`src/rtl/fifo_wr_arbiter.sv`:
```
// Round-robin write-port arbiter with a flush sequencer for the async FIFO write side.
// Define FIFO_WR_ARB_BURST_EN to compile in per-grant bursting (BURST state, beat counter).
module fifo_wr_arbiter #(
  parameter int DATA_WIDTH = 8,
  parameter int NUM_REQ    = 4,
  parameter int MAX_BURST  = 4,
  parameter int FLUSH_WAIT = 2
) (
  input  logic                          w_clk,
  input  logic                          wreset,
  input  logic [NUM_REQ-1:0]            req,
  input  logic [NUM_REQ*DATA_WIDTH-1:0] req_data,
  input  logic                          flush_req,
  input  logic                          full,
  output logic [NUM_REQ-1:0]            grant,
  output logic                          wr_enable,
  output logic [DATA_WIDTH-1:0]         wr_data,
  output logic                          flush,
  output logic                          busy,
  output logic [1:0]                    o_dbg_state,
  output logic [$clog2(NUM_REQ)-1:0]    o_dbg_rr_ptr
);

  localparam int PTR_W = $clog2(NUM_REQ);
  localparam logic [2:0] WAIT_LAST = 3'(FLUSH_WAIT - 1);

  if (NUM_REQ < 2 || NUM_REQ > 8) begin : g_bad_num_req
    $error("fifo_wr_arbiter: NUM_REQ out of range");
  end
  if (MAX_BURST < 1 || MAX_BURST > 15) begin : g_bad_max_burst
    $error("fifo_wr_arbiter: MAX_BURST out of range");
  end
  if (FLUSH_WAIT < 1 || FLUSH_WAIT > 7) begin : g_bad_flush_wait
    $error("fifo_wr_arbiter: FLUSH_WAIT out of range");
  end

  typedef enum logic [1:0] {
    ST_ARB      = 2'd0,
    ST_BURST    = 2'd1,
    ST_FLUSH    = 2'd2,
    ST_FLUSH_WT = 2'd3
  } state_t;

  state_t             r_state;
  state_t             w_state_nxt;
  logic [PTR_W-1:0]   r_rr_ptr;
  logic [PTR_W-1:0]   w_rr_nxt;
  logic [2:0]         r_wait_cnt;
  logic [2:0]         w_wait_nxt;
`ifdef FIFO_WR_ARB_BURST_EN
  localparam logic [3:0] BEAT_LAST = 4'(MAX_BURST - 1);
  logic [PTR_W-1:0]   r_owner;
  logic [PTR_W-1:0]   w_owner_nxt;
  logic [3:0]         r_beat_cnt;
  logic [3:0]         w_beat_nxt;
`endif

  logic               w_found;
  logic [PTR_W-1:0]   w_win;
  logic [PTR_W-1:0]   w_cand;
  logic               w_gnt_en;
  logic [PTR_W-1:0]   w_gnt_idx;
  logic               w_flush;
  logic               w_busy;
  logic [NUM_REQ-1:0] w_onehot;

  function automatic logic [PTR_W-1:0] wrap_add(input logic [PTR_W-1:0] p, input int step);
    int s;
    s = int'(p) + step;
    if (s >= NUM_REQ) s = s - NUM_REQ;
    return PTR_W'(s);
  endfunction

  // First asserted request at or above rr_ptr, wrapping modulo NUM_REQ.
  always_comb begin
    w_found = 1'b0;
    w_win   = '0;
    w_cand  = '0;
    for (int k = 0; k < NUM_REQ; k++) begin
      w_cand = wrap_add(r_rr_ptr, k);
      if (!w_found && req[w_cand]) begin
        w_found = 1'b1;
        w_win   = w_cand;
      end
    end
  end

  always_comb begin
    w_state_nxt = r_state;
    w_rr_nxt    = r_rr_ptr;
    w_wait_nxt  = r_wait_cnt;
`ifdef FIFO_WR_ARB_BURST_EN
    w_owner_nxt = r_owner;
    w_beat_nxt  = r_beat_cnt;
`endif
    w_gnt_en    = 1'b0;
    w_gnt_idx   = '0;
    w_flush     = 1'b0;
    w_busy      = 1'b0;
    unique case (r_state)
      ST_ARB: begin
        if (flush_req) begin
          w_state_nxt = ST_FLUSH;
        end else if (!full && w_found) begin
          w_gnt_en  = 1'b1;
          w_gnt_idx = w_win;
`ifdef FIFO_WR_ARB_BURST_EN
          if (MAX_BURST > 1) begin
            w_state_nxt = ST_BURST;
            w_owner_nxt = w_win;
            w_beat_nxt  = 4'd1;
          end else begin
            w_rr_nxt = wrap_add(w_win, 1);
          end
`else
          w_rr_nxt = wrap_add(w_win, 1);
`endif
        end
      end
      ST_BURST: begin
`ifdef FIFO_WR_ARB_BURST_EN
        if (flush_req) begin
          w_state_nxt = ST_FLUSH;
        end else if (!req[r_owner]) begin
          w_state_nxt = ST_ARB;
          w_rr_nxt    = wrap_add(r_owner, 1);
          w_beat_nxt  = 4'd0;
        end else if (!full) begin
          w_gnt_en  = 1'b1;
          w_gnt_idx = r_owner;
          if (r_beat_cnt == BEAT_LAST) begin
            w_state_nxt = ST_ARB;
            w_rr_nxt    = wrap_add(r_owner, 1);
            w_beat_nxt  = 4'd0;
          end else begin
            w_beat_nxt = r_beat_cnt + 4'd1;
          end
        end
`else
        w_state_nxt = ST_ARB;
`endif
      end
      ST_FLUSH: begin
        w_flush     = 1'b1;
        w_busy      = 1'b1;
        w_state_nxt = ST_FLUSH_WT;
        w_wait_nxt  = 3'd0;
`ifdef FIFO_WR_ARB_BURST_EN
        w_owner_nxt = '0;
        w_beat_nxt  = 4'd0;
`endif
      end
      ST_FLUSH_WT: begin
        w_busy = 1'b1;
        if (r_wait_cnt == WAIT_LAST) begin
          w_state_nxt = ST_ARB;
          w_wait_nxt  = 3'd0;
        end else begin
          w_wait_nxt = r_wait_cnt + 3'd1;
        end
      end
      default: w_state_nxt = ST_ARB;
    endcase
  end

  always_ff @(posedge w_clk) begin
    if (wreset) begin
      r_state    <= ST_ARB;
      r_rr_ptr   <= '0;
      r_wait_cnt <= 3'd0;
`ifdef FIFO_WR_ARB_BURST_EN
      r_owner    <= '0;
      r_beat_cnt <= 4'd0;
`endif
    end else begin
      r_state    <= w_state_nxt;
      r_rr_ptr   <= w_rr_nxt;
      r_wait_cnt <= w_wait_nxt;
`ifdef FIFO_WR_ARB_BURST_EN
      r_owner    <= w_owner_nxt;
      r_beat_cnt <= w_beat_nxt;
`endif
    end
  end

  always_comb begin
    w_onehot            = '0;
    w_onehot[w_gnt_idx] = 1'b1;
  end

  // Outputs are forced low while reset is held, regardless of stale state.
  assign grant        = (!wreset && w_gnt_en) ? w_onehot : '0;
  assign wr_enable    = !wreset && (w_gnt_en || w_flush);
  assign flush        = !wreset && w_flush;
  assign busy         = !wreset && w_busy;
  assign wr_data      = (!wreset && w_gnt_en) ?
                        req_data[int'(w_gnt_idx)*DATA_WIDTH +: DATA_WIDTH] : '0;
  assign o_dbg_state  = wreset ? 2'd0 : r_state;
  assign o_dbg_rr_ptr = wreset ? '0 : r_rr_ptr;

endmodule

```
`config.mk`:
```
export PLATFORM = sky130hd
export DESIGN_NAME = fifo_wr_arbiter
export DESIGN_NICKNAME = d
export VERILOG_FILES = /design/src/rtl/fifo_wr_arbiter.sv
export SDC_FILE = /design/constraint.sdc
export NUM_CORES = 1
export LEC_CHECK = 0
export BUFFER_PORTS_ARGS = -buffer_cell sky130_fd_sc_hd__buf_2
export CORE_UTILIZATION = 34
export DETAILED_ROUTE_END_ITERATION = 12
export PLACE_DENSITY_LB_ADDON = 0.15
export RECOVER_POWER = 50
export SLEW_MARGIN = 20
export SYNTH_ARGS = -nofsm -noshare
export SYNTH_HDL_FRONTEND = slang
export SYNTH_SLANG_ARGS = --single-unit
```
`constraint.sdc`:
```
create_clock -name w_clk -period 1.54 [get_ports w_clk]
set_input_delay 0.154 -clock w_clk [delete_from_list [all_inputs] [get_ports w_clk]]
set_output_delay 0.154 -clock w_clk [all_outputs]
set_load 0.005 [all_outputs]
```
Word level (Yosys, flattened, before mapping)
Index checks and enable logic that the tools add are counted.
Widths: inputs -> output; s select.

cells by class
  shifts and indexed selects = 1
  equal/unequal tests = 6
  reduce and logical (&&, ||, !) cells = 20
  order comparisons = 11
  multiplexer cells = 40
  add/subtract/negate cells = 10
  bitwise logic cells = 1

operators by type and width
  cell                 number
  $mux 2               16
  $shiftx 32x6->8      1
  $lt 2x3->1 const B   5
  $mux 1               14
  $ge 3x3->1 const B   4
  $sub 2x1->2 const B  5
  $logic_and 1x1->1    9
  $bmux 1 s2           4
  $mux 8               1
  $pmux 2 s4           1
  $add 2x1->3 const B  2
  $add 2x2->3 const B  2
  $pmux 3 s2           1
  $logic_not 1->1      5
  $eq 2x2->1 const B   2
  $mux 4               1
  $ne 2x2->1 const B   2
  $add 3x1->3 const B  1
  $eq 3x1->1 const B   1
  $ge 2x3->1 const B   1
  $mux 3               1
  $reduce_and 3->1     1
  $demux 1 s2          1
  $eq 2x1->1 const B   1
  other kinds (7)      7

word-level totals
  register bits = 7
  input port bits = 40

Depth between registers and ports, before layout
Gate-level depths: netlist of the first run.

  depth in word-level cells = 23
  gate-level depth with buffers = 6
  depth with buffers taken out = 5

Least setup slack after synthesis of the first run
Ideal clock, no wire load.

  kind = register -> output
  start = register r_rr_ptr[1]
  end = output wr_data[4]
  cell stages (with the launch flop) = 5
  data arrival time = 1.381 ns
  slack = 0.005 ns
  path buffers = 0
  data required time = 1.386 ns
  cells stage by stage = dfxtp_1 -> mux2_4 -> a221oi_4 -> nand2_1 -> o22ai_1

on the way
  cells in the longest elaborated chain, start to end = 20
  elaborated cells on any way between the ends = 47
  classes of those cells = add/sub (7); order compare (4); shift (1); mux (27); reduce/logical (8)

RTL lines
  element                                               RTL line  source
  start: declaration                                    46        logic [PTR_W-1:0] r_rr_ptr;
  start signal: assignment                              177       r_rr_ptr <= w_rr_nxt;
  branches (longest 19 deep; another with $add 2x1->3)  -
  $mux 8 (*)                                            196       assign wr_data = (!wreset && w_gnt_en) ?
  end: declaration                                      17        output logic [DATA_WIDTH-1:0] wr_data,

Every way passes the cells marked *. The select of a mux whose other input is x is not followed.

Worst setup path in the final report of the first run
  start = register r_rr_ptr[1]
  end = output wr_data[1]

Same word-level chain as after synthesis.

==> results of run 1 <==
power by group through the flow:
stage	sequential [uW]	clock, uW	combinational [uW]
2_1_floorplan	204	0	150
3_3_place_gp	200	0	271
3_5_place_dp	201	0	275
4_1_cts	200	172	293
5_1_grt	200	186	350
6_report	199	164	324
registers in the layout, indices dropped and copies added, names as in the netlist:
register / count
r_rr_ptr: 2
r_state: 2
r_wait_cnt: 3
synth_stat cells (all sizes together):
master   count
nor4         1
nor2b        1
nor2        12
o41a         1
buf          3
a211oi       2
a221oi       1
mux2i       16
and4         1
nand3b       1
o41ai        1
nand2b       4
xnor2        1
a21oi        7
inv          7
nor3b        1
o21ai        5
nand2        4
mux2         2
or3          1
a2bb2oi      1
dfxtp        7
clkbuf       1
o22ai        9
per-stage QoR:
stage / hold slack (ns) / std cells / setup WS, ns
after CTS: 0.215 / 188 / -0.326
after global routing: 0.245 / 190 / -0.455
final: 0.240 / 190 / -0.354
after detailed placement: 0.460 / 181 / -0.217
after floorplan: 0.342 / 90 / 0.00511
after global placement: 0.444 / 181 / -0.181
worst max-delay path, stage by stage, from the launching register on:
cell                       delay, ns
sky130_fd_sc_hd__dfxtp_4        0.35
sky130_fd_sc_hd__mux2_4         0.31
sky130_fd_sc_hd__a221oi_4       0.30
sky130_fd_sc_hd__nand2b_4       0.20
sky130_fd_sc_hd__buf_6          0.12
sky130_fd_sc_hd__o22ai_1        0.08
sky130_fd_sc_hd__buf_2          0.13
routing by layer:
layer  part of all wire, %  up-vias  routed length (um)  GRT usage (%)
met3                   2.8        2                  63           5.28
met4                  0.92        0                  21           10.3
li1                      -      478                   -              -
met5                     0        -                   0              0
met1                    43      437                 979           24.5
met2                    53       21                1210           29.6
cell type report:
class,count,area [um^2]
fillers,197,653
repair buffers,73,422
flip-flops and latches,7,144
well taps,27,33.8
inverters,7,26.3
multi-input cells,72,637
clock buffers,4,26.3
how the worst max path moves through the flow:
stage / to / slack (ns)
CTS: wr_data[3] / -0.33
global placement: wr_data[3] / -0.18
floorplan: wr_data[4] / 0.005
global route: wr_data[4] / -0.46
detailed placement: wr_data[6] / -0.22
finish: wr_data[1] / -0.35
kinds of logic after synthesis:
| family | after synthesis | share of synthesized area [%] |
|---|---|---|
| AOI/OAI and AO/OA | 27 | 27.3 |
| buffers and inverters | 11 | 6.77 |
| muxes | 18 | 26.6 |
| and+or+nand+nor | 26 | 18.2 |
| DFF | 7 | 20.0 |
| xor gates and xnor gates | 1 | 1.25 |
repair_timing:
| action | CTS | global route |
|---|---|---|
| buffers inserted | 2 | 3 |
| setup endpoints to repair | 13 | 14 |
| resized for setup | 12 | 18 |
| hold buffers | 0 | 0 |
| cloned | 1 | 1 |
| pin swaps | 3 | 15 |
==> impl_metrics.prom, run 1 <==
# TYPE chip_impl_metric gauge
chip_impl_metric{name="post_drt_via_cell_ratio",unit=""} 4.94
chip_impl_info{name="violations_in_the_final_reports",value="negative setup slack"} 1
chip_impl_metric{name="finalHoldViolations",unit=""} 0
chip_impl_info{name="yosys.area.top_type",value="sky130_fd_sc_hd__mux2i_1"} 1
chip_impl_metric{name="drive_above_1_share",unit="%"} 58.9
chip_impl_metric{name="synth_sequential_area_ratio",unit="%"} 20.0
chip_impl_metric{name="drt_first_pass_iters",unit=""} 4
chip_impl_info{name="regToRegStartpoint",value="r_rr_ptr[1]"} 1
chip_impl_metric{name="worstPathRequired",unit="ns"} 1.39
chip_impl_metric{name="slack_of_the_worst_reg_to_reg_path",unit="ns"} -0.02
chip_impl_metric{name="mappedNetlistNets",unit=""} 130
chip_impl_info{name="synth.top_cells.by_area",value="sky130_fd_sc_hd__mux2i_1 (23%), sky130_fd_sc_hd__dfxtp_1 (20%), sky130_fd_sc_hd__o22ai_1 (8.0%)"} 1
chip_impl_metric{name="initial_antenna_violation_count",unit=""} 0
chip_impl_metric{name="worst_r2r_path_depth",unit=""} 6
chip_impl_info{name="worst_setup_path_end_kind",value="output port"} 1
chip_impl_metric{name="cts.sinks",unit=""} 7
chip_impl_metric{name="post-dp-hpwl",unit="um"} 1500
chip_impl_metric{name="peak_clock_frequency_supported_by_timing",unit="MHz"} 528
chip_impl_info{name="tritoncts",value="built"} 1
chip_impl_metric{name="yosysTopAreaCellShare",unit="%"} 22.8
chip_impl_metric{name="grt_start_max_net_pins",unit=""} 21
chip_impl_info{name="cts.root.buffer_cell",value="sky130_fd_sc_hd__clkbuf_4"} 1
chip_impl_metric{name="grtUsageTotal",unit="%"} 19.3
chip_impl_metric{name="gp_congestion",unit=""} 0.726
chip_impl_info{name="worstReg2RegEnd",value="r_rr_ptr[1]"} 1
chip_impl_metric{name="cts_htree_levels",unit=""} 1
chip_impl_metric{name="die_h",unit="um"} 47.4
chip_impl_metric{name="num_antenna_cells",unit=""} 0
chip_impl_metric{name="ir_drop",unit="mV"} 0.706
chip_impl_metric{name="setup-violations-final",unit=""} 14
chip_impl_metric{name="yosys_register_bits",unit=""} 7
chip_impl_metric{name="p_per_area",unit="nW/um^2"} 533
chip_impl_metric{name="static-leakage-power",unit="uW"} 0.000620
chip_impl_metric{name="core",unit="um^2"} 1940
chip_impl_metric{name="timing_worst_slew_pin_value",unit="ns"} 0.372
chip_impl_info{name="hp-class",value="input port to register"} 1
chip_impl_info{name="setup_repair_after_global_routing_missed_its_margin",value="true"} 1
chip_impl_metric{name="drv_cap",unit=""} 0
chip_impl_metric{name="seq_power_share",unit="%"} 28.9
chip_impl_info{name="worstHoldStart",value="flush_req"} 1
chip_impl_metric{name="detail_route.wl_per_cell",unit="um"} 12.0
chip_impl_info{name="critPathKind",value="register to output port"} 1
chip_impl_info{name="result_of_the_run",value="finished, violations left"} 1
chip_impl_metric{name="critical_path_peak_fanout",unit=""} 5
chip_impl_metric{name="synthCells",unit=""} 90
chip_impl_metric{name="drt_first_iter_violations",unit=""} 11
chip_impl_info{name="crit_path_start_kind",value="register"} 1
chip_impl_info{name="layout.cells.most_common",value="sky130_fd_sc_hd__buf_2"} 1
chip_impl_metric{name="synth_cell_types",unit=""} 28
chip_impl_info{name="leading_cell_types_in_the_layout_fill_and_taps_excluded",value="sky130_fd_sc_hd__buf_2 (57), sky130_fd_sc_hd__mux2i_1 (16), sky130_fd_sc_hd__nor2_1 (9)"} 1
chip_impl_info{name="setup.worst_path.start",value="r_rr_ptr[1]"} 1
chip_impl_metric{name="relSlewSlack",unit="%"} 75.1
chip_impl_metric{name="final_antenna_violating_net_count",unit=""} 0
chip_impl_metric{name="detail_route.wirelength",unit="um"} 2280
chip_impl_metric{name="syn_to_final_growth",unit="%"} 83.6
chip_impl_metric{name="total_of_buffers_placed_on_input_and_output_ports",unit=""} 58
chip_impl_metric{name="setup_tns",unit="ns"} -4.14
chip_impl_metric{name="whs_path_cells",unit=""} 3
chip_impl_metric{name="io-pin-count",unit=""} 59
chip_impl_metric{name="clockBufferDepth",unit=""} 2
chip_impl_metric{name="post-layout-total-power",unit="uW"} 687
chip_impl_metric{name="power_frac_comb",unit="%"} 47.2
chip_impl_metric{name="drt_drc_violations_left",unit=""} 0
chip_impl_metric{name="synth.yosys.warnings",unit=""} 0
chip_impl_metric{name="cell_internal_pwr",unit="uW"} 461
chip_impl_metric{name="syn_avg_cell_area",unit="um^2"} 7.80
chip_impl_metric{name="syn_area",unit="um^2"} 702
chip_impl_metric{name="drv_slew",unit=""} 0
chip_impl_metric{name="postLayoutCoreUtil",unit="%"} 66.4
chip_impl_metric{name="place_area",unit="um^2"} 1100
chip_impl_metric{name="clk_latency",unit="ns"} 0.25
chip_impl_metric{name="die-area",unit="um^2"} 2250
chip_impl_metric{name="cp.arrival",unit="ns"} 1.74
chip_impl_metric{name="layout.nets",unit=""} 204
chip_impl_metric{name="dieWidth",unit="um"} 47.4
chip_impl_metric{name="swShare",unit="%"} 32.9
chip_impl_metric{name="register_clock_pin_slew_on_the_reported_worst_setup_and_hold_paths",unit="ns"} 0.05
chip_impl_info{name="timing.hold.worst_endpoint",value="r_state[1]"} 1
chip_impl_metric{name="routed-via-count",unit=""} 938
chip_impl_metric{name="first_global_vias",unit=""} 746
chip_impl_metric{name="finalClockSkew",unit="ns"} 0.00198
chip_impl_metric{name="std_cell_rows",unit=""} 16
chip_impl_metric{name="timing.final.crit_share",unit="%"} 123
chip_impl_metric{name="start_util",unit="%"} 36.1
chip_impl_metric{name="grt.overflow.total",unit=""} 0
chip_impl_metric{name="p_sw",unit="uW"} 226
chip_impl_metric{name="finalCriticalPeriod",unit="ns"} 1.89
chip_impl_metric{name="numCtsBuffers",unit=""} 3
chip_impl_metric{name="setup_ws",unit="ns"} -0.354
chip_impl_metric{name="final_design_area_no_fill",unit="um^2"} 1290
chip_impl_metric{name="p_clk_share",unit="%"} 23.8
chip_impl_metric{name="wire_length_of_the_first_global_routing_pass",unit="um"} 3080
No activity file was read; power rests on OpenSTA's default activity.
==> run 2, diff against run 1 <==
--- a/config.mk
+++ b/config.mk
@@ -5,8 +5,9 @@
 export SDC_FILE = /design/constraint.sdc
 export NUM_CORES = 1
 export LEC_CHECK = 0
+export ABC_AREA = 1
 export BUFFER_PORTS_ARGS = -buffer_cell sky130_fd_sc_hd__buf_2
-export CORE_UTILIZATION = 34
+export CORE_UTILIZATION = 41
 export DETAILED_ROUTE_END_ITERATION = 12
 export PLACE_DENSITY_LB_ADDON = 0.15
 export RECOVER_POWER = 50
==> run 2 against run 1 <==
The flow still finishes with violations (negative setup slack). Core utilization increased by 7.1 points. Synthesized area grew 65%. Wire length increased by 58%. Worst hold slack gained 0.021 ns. Final area up 46%. Synthesized cell count up 120%. First-iteration DRC count is 18% higher. Sequential share of layout area is 3.5 points lower. Clock skew hardly changed. Critical path type unchanged.
==> impl_metrics.prom, run 2 <==
# TYPE chip_impl_metric gauge
chip_impl_info{name="result_of_the_run",value="finished, violations left"} 1
chip_impl_info{name="violations_in_the_final_reports",value="negative setup slack"} 1
chip_impl_metric{name="n_fill_cell",unit=""} 223
chip_impl_metric{name="numCtsBuffers",unit=""} 3
chip_impl_metric{name="detail_route.wirelength",unit="um"} 3600
chip_impl_metric{name="met1Wirelength",unit="um"} 1710
chip_impl_metric{name="setup_ws",unit="ns"} -0.687
chip_impl_metric{name="synth-compound-area-share",unit="%"} 16.4
chip_impl_metric{name="synthCells",unit=""} 196
chip_impl_metric{name="std_cell_rows",unit=""} 18
chip_impl_metric{name="worstPathRequired",unit="ns"} 1.39
chip_impl_metric{name="timing.final.crit_share",unit="%"} 145
chip_impl_info{name="largest_registers",value="r_wait_cnt: 3 flops, r_rr_ptr: 2 flops, r_state: 2 flops"} 1
chip_impl_metric{name="grtUsageTotal",unit="%"} 23.9
chip_impl_metric{name="largest_register_ffs",unit=""} 3
chip_impl_metric{name="final_design_area_no_fill",unit="um^2"} 1890
chip_impl_metric{name="final_antenna_violating_net_count",unit=""} 0
chip_impl_metric{name="syn_avg_cell_area",unit="um^2"} 5.90
chip_impl_metric{name="peak_clock_frequency_supported_by_timing",unit="MHz"} 449
chip_impl_metric{name="synth-edff-count",unit=""} 0
chip_impl_metric{name="synthesized_area_fraction_occupied_by_xor_and_xnor_cells",unit="%"} 0.757
chip_impl_metric{name="drv_slew",unit=""} 0
chip_impl_metric{name="drv_cap",unit=""} 0
chip_impl_metric{name="cts_htree_levels",unit=""} 1
chip_impl_info{name="layout.cells.most_common",value="sky130_fd_sc_hd__nand2_1"} 1
chip_impl_info{name="cts.root.buffer_cell",value="sky130_fd_sc_hd__clkbuf_4"} 1
chip_impl_metric{name="drt_first_iter_violations",unit=""} 13
chip_impl_metric{name="yosys_register_bits",unit=""} 7
chip_impl_metric{name="io-pin-count",unit=""} 59
chip_impl_info{name="synth_top_flop_cell",value="sky130_fd_sc_hd__dfxtp_1"} 1
chip_impl_metric{name="setup_tns",unit="ns"} -8.69
chip_impl_metric{name="die-area",unit="um^2"} 3040
chip_impl_info{name="leading_cell_types_in_the_layout_fill_and_taps_excluded",value="sky130_fd_sc_hd__nand2_1 (64), sky130_fd_sc_hd__buf_2 (58), sky130_fd_sc_hd__nand2_2 (40)"} 1
chip_impl_metric{name="post-layout-total-power",unit="uW"} 1140
chip_impl_metric{name="detailroute.wirelength.met3",unit="um"} 97
chip_impl_metric{name="num_antenna_cells",unit=""} 0
chip_impl_metric{name="synth_fa_ha_area_share",unit="%"} 0
chip_impl_metric{name="p_per_area",unit="nW/um^2"} 604
chip_impl_metric{name="syn_to_final_growth",unit="%"} 63.0
chip_impl_info{name="top_layer_used",value="met3"} 1
chip_impl_metric{name="ir_drop",unit="mV"} 0.728
chip_impl_metric{name="detail_route.wl_per_cell",unit="um"} 11.4
chip_impl_metric{name="synth.yosys.warnings",unit=""} 0
chip_impl_metric{name="drt_first_pass_iters",unit=""} 4
chip_impl_info{name="critPathKind",value="register to output port"} 1
chip_impl_metric{name="first_global_vias",unit=""} 1253
chip_impl_metric{name="register_clock_pin_slew_on_the_reported_worst_setup_and_hold_paths",unit="ns"} 0.05
chip_impl_metric{name="wire_length_of_the_first_global_routing_pass",unit="um"} 5290
chip_impl_metric{name="drt_drc_violations_left",unit=""} 0
chip_impl_metric{name="synth_cell_types",unit=""} 27
chip_impl_info{name="synth_most_common_cell",value="sky130_fd_sc_hd__nand2_1"} 1
chip_impl_metric{name="cts.sinks",unit=""} 7
chip_impl_info{name="setup_repair_after_global_routing_missed_its_margin",value="true"} 1
chip_impl_metric{name="post-dp-hpwl",unit="um"} 2490
chip_impl_metric{name="clockBufferDepth",unit=""} 2
chip_impl_metric{name="place_area",unit="um^2"} 1670
chip_impl_info{name="tritoncts",value="built"} 1
chip_impl_metric{name="finalHoldViolations",unit=""} 0
chip_impl_metric{name="setup-violations-final",unit=""} 15
chip_impl_metric{name="total_of_buffers_placed_on_input_and_output_ports",unit=""} 58
chip_impl_info{name="crit_path_start_kind",value="register"} 1
chip_impl_metric{name="die_h",unit="um"} 55.1
chip_impl_info{name="hp-class",value="input port to register"} 1
chip_impl_metric{name="drive_above_1_share",unit="%"} 61.3
chip_impl_metric{name="clk_latency",unit="ns"} 0.25
chip_impl_info{name="yosys.area.top_type",value="sky130_fd_sc_hd__nand2_1"} 1
chip_impl_metric{name="routed-wl-met2",unit="um"} 1790
chip_impl_metric{name="post_drt_via_cell_ratio",unit=""} 4.74
chip_impl_metric{name="relSlewSlack",unit="%"} 75.5
chip_impl_info{name="synth_top_family_by_area",value="simple AND/OR/NAND/NOR gates"} 1
chip_impl_metric{name="timing_worst_slew_pin_value",unit="ns"} 0.367
chip_impl_metric{name="grt.overflow.total",unit=""} 0
chip_impl_info{name="largest-register",value="r_wait_cnt"} 1
chip_impl_metric{name="slack_of_the_worst_reg_to_reg_path",unit="ns"} -0.27
chip_impl_metric{name="synth_mux_area_share",unit="%"} 0
chip_impl_info{name="synth.top_cells.by_area",value="sky130_fd_sc_hd__nand2_1 (25%), sky130_fd_sc_hd__nand2_2 (18%), sky130_fd_sc_hd__dfxtp_1 (12%)"} 1
chip_impl_info{name="worst_setup_path_end_kind",value="output port"} 1
chip_impl_metric{name="routed-via-count",unit=""} 1502
chip_impl_metric{name="syn_area",unit="um^2"} 1160
chip_impl_metric{name="static-leakage-power",unit="uW"} 0.000985
chip_impl_metric{name="yosysTopAreaCellShare",unit="%"} 24.6
chip_impl_metric{name="dieWidth",unit="um"} 55.1
chip_impl_metric{name="grt_start_max_net_pins",unit=""} 15
chip_impl_metric{name="initial_antenna_violation_count",unit=""} 0
chip_impl_metric{name="finalClockSkew",unit="ns"} 0.00238
chip_impl_metric{name="gp_congestion",unit=""} 0.786
chip_impl_metric{name="mappedNetlistNets",unit=""} 236
chip_impl_metric{name="cp.arrival",unit="ns"} 2.07
chip_impl_metric{name="async_flop_share",unit="%"} 0
chip_impl_metric{name="core",unit="um^2"} 2570
chip_impl_metric{name="start_util",unit="%"} 45.1
chip_impl_metric{name="finalCriticalPeriod",unit="ns"} 2.23
chip_impl_info{name="post_synth_most_frequent_cells",value="sky130_fd_sc_hd__nand2_1 (76), sky130_fd_sc_hd__nand2_2 (33), sky130_fd_sc_hd__inv_1 (11), sky130_fd_sc_hd__nor2_1 (10), sky130_fd_sc_hd__o21ai_0 (9)"} 1
chip_impl_metric{name="critical_path_peak_fanout",unit=""} 12
chip_impl_metric{name="layout.nets",unit=""} 328
chip_impl_metric{name="fraction_of_the_mapped_netlist_area_in_simple_logic_gates",unit="%"} 59.9
chip_impl_metric{name="synth_sequential_area_ratio",unit="%"} 12.1
[run 2: cell types whose count changed after synthesis, sizes merged, moves of 2 or more]
cell    before  now
inv          7   15
o21ai        5   11
buf          3    5
nor2        12   16
nand2b       4    0
mux2i       16    0
nand2        4  112
a21oi        7   15
nand3        0    6
nor3         0    3
mux2         2    0
o22ai        9    0
[run 2: cells by family (layout without fill, tap and decap cells)]
| kind of cell | count (synthesis) | after routing |
|---|---|---|
| flops | 7 | 7 |
| simple gates | 138 | 139 |
| buf+inv | 21 | 111 |
| compound gates | 29 | 29 |
| xor+xnor | 1 | 1 |
[run 2: what timing repair did]
action / in CTS / in global routing
buffers inserted: 6 / 2
pin swaps: 6 / 0
hold buffers: 0 / 0
cloned: 1 / 0
setup endpoints to repair: 15 / 15
resized for setup: 21 / 11
[run 2: routing by layer]
| layer | global-route usage [%] | vias to the layer above |
|---|---|---|
| li1 | - | 806 |
| met1 | 33.8 | 668 |
| met2 | 39.2 | 28 |
| met3 | 3.01 | 0 |
| met4 | 3.33 | 0 |
| met5 | 0 | - |
[run 2: path summary, 6_finish.rpt]
path                  from  cells after the start             to
max            r_rr_ptr[0]                     13     wr_data[0]
min                 wreset                      2  r_wait_cnt[2]
max reg2reg    r_rr_ptr[0]                     14    r_rr_ptr[1]
min reg2reg  r_wait_cnt[1]                      2  r_wait_cnt[1]
[run 2: report_power, final]
group | switching (uW) | leakage (uW) | internal [uW] | total, uW
sequential | 14.7 | 0.0000583 | 195 | 210
clock | 60.7 | 0.0000150 | 98.4 | 159
combinational | 432 | 0.000912 | 337 | 770
[run 2: final cells by class]
cell class | instances | area, um^2 | share of cell area [%]
Inverter | 15 | 63.8 | 3.38
Tap cell | 30 | 37.5 | 1.99
Multi-Input combinational cell | 169 | 1020 | 54.0
Timing Repair Buffer | 92 | 594 | 31.5
Sequential cell | 7 | 145 | 7.69
Clock buffer | 4 | 26.3 | 1.39
[run 2: metrics by stage]
step | util, % | std cells | hold WS [ns] | setup WS, ns
floorplan | - | 196 | 0.223 | -0.127
global placement | 64.9 | 304 | 0.493 | -0.437
detailed placement | 64.9 | 304 | 0.497 | -0.462
CTS | 71.4 | 315 | 0.251 | -0.624
global route | 73.5 | 317 | 0.271 | -0.818
finish | 73.5 | 317 | 0.261 | -0.687
[run 2: critical path: stages, from the launching register on]
cell,delay [ns]
sky130_fd_sc_hd__dfxtp_4,0.36
sky130_fd_sc_hd__buf_12,0.14
sky130_fd_sc_hd__nand2_1,0.07
sky130_fd_sc_hd__nand2_2,0.07
sky130_fd_sc_hd__o21ai_2,0.21
sky130_fd_sc_hd__buf_4,0.15
sky130_fd_sc_hd__nor2_4,0.04
sky130_fd_sc_hd__nand2_2,0.10
sky130_fd_sc_hd__nand2_2,0.08
sky130_fd_sc_hd__nor2_4,0.14
sky130_fd_sc_hd__buf_12,0.16
sky130_fd_sc_hd__nand2_2,0.06
sky130_fd_sc_hd__a21oi_2,0.12
sky130_fd_sc_hd__buf_2,0.12
